File: src/rtl/ofifo_psum.sv
// Per-column output FIFO bank: skewed per-lane writes, row-aligned show-ahead reads.
// Optional sticky dropped-write flag enabled by defining OFIFO_OVERFLOW_EN.
module ofifo_psum #(
  parameter int col     = 8,
  parameter int bw_psum = 32,
  parameter int depth   = 16
) (
  input  logic                     clk,
  input  logic                     reset,
  input  logic [col*bw_psum-1:0]   in,
  input  logic [col-1:0]           wr,
  input  logic                     rd,
  output logic [col*bw_psum-1:0]   out,
  output logic                     o_valid,
  output logic                     o_full,
  output logic                     o_ready,
  output logic                     overflow
);

  localparam int AW = $clog2(depth);

  typedef logic [AW:0] ptr_t;

  // All lanes pop together, so a single shared read pointer serves every lane.
  ptr_t               r_wptr [col];
  ptr_t               r_rptr;
  logic [bw_psum-1:0] r_mem  [col][depth];

  logic [col-1:0] w_full;
  logic [col-1:0] w_empty;
  logic [col-1:0] w_push;
  logic           w_pop;

  always_comb begin
    w_full  = '0;
    w_empty = '0;
    w_push  = '0;
    for (int unsigned i = 0; i < col; i++) begin
      w_full[i]  = (r_wptr[i][AW-1:0] == r_rptr[AW-1:0]) && (r_wptr[i][AW] != r_rptr[AW]);
      w_empty[i] = (r_wptr[i] == r_rptr);
      w_push[i]  = wr[i] && !w_full[i];
    end
  end

  assign o_valid = ~|w_empty;
  assign o_full  = |w_full;
  assign o_ready = ~o_full;
  assign w_pop   = rd && o_valid;

  always_ff @(posedge clk or negedge reset) begin
    if (!reset) begin
      for (int unsigned i = 0; i < col; i++) begin
        r_wptr[i] <= '0;
      end
      r_rptr <= '0;
    end else begin
      for (int unsigned i = 0; i < col; i++) begin
        if (w_push[i]) begin
          r_wptr[i] <= r_wptr[i] + 1'b1;
        end
      end
      if (w_pop) begin
        r_rptr <= r_rptr + 1'b1;
      end
    end
  end

  // Storage is never reset; the pointers alone define what is valid.
  always_ff @(posedge clk) begin
    for (int unsigned i = 0; i < col; i++) begin
      if (w_push[i]) begin
        r_mem[i][r_wptr[i][AW-1:0]] <= in[i*bw_psum +: bw_psum];
      end
    end
  end

  for (genvar g = 0; g < col; g++) begin : g_lane
    assign out[g*bw_psum +: bw_psum] = r_mem[g][r_rptr[AW-1:0]];
  end

`ifdef OFIFO_OVERFLOW_EN
  logic r_overflow;

  always_ff @(posedge clk or negedge reset) begin
    if (!reset) begin
      r_overflow <= 1'b0;
    end else if (|(wr & w_full)) begin
      r_overflow <= 1'b1;
    end
  end

  assign overflow = r_overflow;
`else
  assign overflow = 1'b0;
`endif

endmodule

File: config.mk
export PLATFORM = sky130hd
export DESIGN_NAME = ofifo_psum
export DESIGN_NICKNAME = d
export VERILOG_FILES = /design/src/rtl/ofifo_psum.sv
export SDC_FILE = /design/constraint.sdc
export NUM_CORES = 2
export LEC_CHECK = 0
export BUFFER_PORTS_ARGS = -buffer_cell sky130_fd_sc_hd__buf_2
export CAP_MARGIN = 5
export CORE_MARGIN = 1.5
export CORE_UTILIZATION = 45
export DETAILED_ROUTE_END_ITERATION = 10
export GPL_ROUTABILITY_DRIVEN = 0
export PLACE_DENSITY = 0.63
export SETUP_SLACK_MARGIN = 0.3
export SYNTH_ARGS = -nofsm -noshare
export SYNTH_HDL_FRONTEND = slang
export SYNTH_SLANG_ARGS = --single-unit
export TNS_END_PERCENT = 20
File: constraint.sdc
create_clock -name clk -period 4.7 [get_ports clk]
set_input_delay 0.94 -clock clk [delete_from_list [all_inputs] [get_ports clk]]
set_output_delay 0.94 -clock clk [all_outputs]
set_load 0.05 [all_outputs]
==> flow_metrics.tcl <==
set metrics [dict create \
    finalHoldViolCount 0 \
    ir_drop_mv 0.658 \
    place_hpwl_mm 197 \
    async_flop_share_pct 1.09 \
    critPathLaunchType "register" \
    r2r-start "r_rptr[1]" \
    dieArea_um2 352000 \
    r2r.worst_path.cells 9 \
    dp_cells 11100 \
    setup_ws_ns 0.219 \
    cp-end-kind "output pin" \
    grt_pass1_vias 73600 \
    initial_utilization_pct 45.3 \
    synth_cell_type_count 31 \
    cap_viol_max_count 0 \
    dp_slack_ns 0.432 \
    clockBufferDepth 4 \
    synthTopCellsByCount "edfxtp_1, mux4_2, clkbuf_1" \
    worstMarginPinSlew_ns 1.04 \
    drive_gt1_share_pct 38.9 \
    portBuffers 525 \
    synth-seq-cells 4141 \
    rsz0062_at_grt "yes" \
    synthTopCellsByArea "edfxtp_1, mux4_2, dfrtp_1" \
    via_count 70800 \
    period_share_pct 95.3 \
    gr-total-overflow 0 \
    synth_top_area_cell "edfxtp_1" \
    final_cells 12100 \
    dr.pass1.iters 7 \
    synth_top_area_share_pct 78.4 \
    area.growth.synth_to_final_pct 17.0 \
    seq_area_frac_synth_pct 79.1 \
    critical_path_class "register to output pin" \
    finalPower_mw 123 \
    num_rows 216 \
    drt_iter0_markers 7157 \
    drtAntennaViolNets 0 \
    root_buffer "clkbuf_16" \
    r2r_end "r_mem[0][1854]" \
    nFillCells 25900 \
    whs_ns 0.0952 \
    nNetsFinal 7388 \
    wl_per_cell_um 31.3 \
    synth_flop_cell "edfxtp_1" \
    critPathRequiredTime_ns 3.76 \
    fin_crit_ns 4.48 \
    syn_avg_cell_area_um2 25.7 \
    die_w_um 594 \
    grt_first_pass_wirelength_mm 533 \
    cts.htree.levels 5 \
    coreArea_um2 347000 \
    insertion_delay_ns 0.96 \
    powerDensity_nw_per_um2 671 \
    finalClockSkew_ns 0.0487 \
    antenna_found_initial 108 \
    synth_edf_count 4096 \
    setup_tns_ns 0 \
    cp_max_fo 6 \
    fmax_mhz 223 \
    maxSlewHeadroom_pct 30.7 \
    critPathArrivalTime_ns 3.54 \
    cts_hold_buf 0 \
    cts.sinks 4141 \
    hp-class "input pin to asynchronous set/reset pin" \
    cts_tree "done" \
    die_h_um 594 \
    cts_made_buffers 417 \
    maxSlewViolCount 0 \
    vias_per_cell 5.86 \
    drc 0 \
    grt_use_total_pct 21.0 \
    yosysMostFrequentCell "edfxtp_1" \
    wl_mm 378 \
    synth_area_um2 157000 \
    syn_inst 6110 \
    syn_nets 6410 \
    clkTransAtPathRegs_ns 0.06 \
    setup_violations 0 \
    status "finished clean" \
    grt_start_max_net_pins 131 \
    ios 527 \
    r2r_setup_slack_ns 1.01 \
    leakage_nw 58.3 \
    yosysWarnings 0 \
]
## power breakdown
part,switching (mW),internal (mW)
Sequential,1.20,44.5
Combinational,26.8,18.0
Clock,14.1,18.5
## layout make-up
cell class,instances,area [um^2],area share (%)
flip-flops and latches,4141,124000,67.6
clock inverters,269,2650,1.44
repair buffers,876,8100,4.42
clock buffers,513,10900,5.92
inverters,31,116,0.0634
well taps,4578,5730,3.12
diodes,41,103,0.0559
multi-input cells,1621,31800,17.4
## worst max-delay path by stage
stage          startpoint        endpoint  slack (ns)  cells after the start
4_1_cts         r_rptr[0]        out[222]        0.08                      6
6_report        r_rptr[0]        out[115]        0.22                      9
2_1_floorplan   r_rptr[0]  r_mem[0][1408]       -0.30                      7
3_3_place_gp    r_rptr[2]          o_full        0.45                      9
5_1_grt         r_rptr[0]         out[77]        0.14                      7
3_5_place_dp    r_rptr[2]  r_mem[0][1826]        0.43                      8
## cells by family (layout without fill, tap and decap cells)
kind of cell	count (synthesis)	count (layout)	synth area share, %
buffers and inverters	348	1689	0.966
other	1	42	0.00239
multiplexers	1281	1281	18.4
AND/OR/NAND/NOR	218	218	0.828
AO/OA/AOI/OAI	12	12	0.0415
adder cells (fa/ha/maj)	33	33	0.263
XOR/XNOR	76	76	0.424
flip-flops	4141	4141	79.1
## what timing repair did
action                                  CTS  global route
buffers inserted                         49            13
gates resized for setup                 125            59
pin swaps                                 4             3
endpoints found under the setup margin  259           227
hold endpoints to repair                  0             0
cloned                                   33            19
## routing by layer
layer	GRT usage [%]	vias up	wire length (um)
met5	0	-	453
met4	6.62	74	11700
met3	4.55	651	27300
met2	34.1	2556	186000
met1	28.6	38700	152000
li1	-	28700	-
## critical path, stage by stage (launching register included)
cell,delay [ns]
dfrtp_4,0.51
buf_12,0.15
buf_12,0.13
buf_16,0.15
buf_12,0.15
buf_12,0.12
buf_16,0.14
mux4_2,0.42
mux4_2,0.52
buf_2,0.29
## stage by stage
stage / instance area [um^2] / util, %
floorplan: 157000 / -
CTS: 183000 / 52.7
global route: 184000 / 52.9
detailed placement: 167000 / 48.2
finish: 184000 / 52.9
global placement: 167000 / 48.2
## registers in the layout, summed over array words and instances (netlist names)
signal  flops
r_wptr     40
r_rptr      5
r_mem    4096
## layout by cell type (no fill, tap or decap), types with 10 or more instances in the layout
master      instances
and2_2             40
and4_2             16
buf_12             68
buf_16             57
buf_2             482
buf_4             200
buf_6              27
bufbuf_16          12
bufinv_16          36
clkbuf_1           89
clkbuf_16         433
clkinv_1           94
clkinv_16          10
clkinv_2           91
clkinvlp_4         16
dfrtp_1            40
diode_2            41
edfxtp_1         4096
ha_1               33
inv_1              26
inv_16             10
mux4_2           1280
nand2_1            33
nand4_1            22
nor2_4             28
nor3_2             12
nor3b_1            10
nor4b_2            15
xnor2_1            61
xor2_1             15
(Power assumes the default switching activity.)
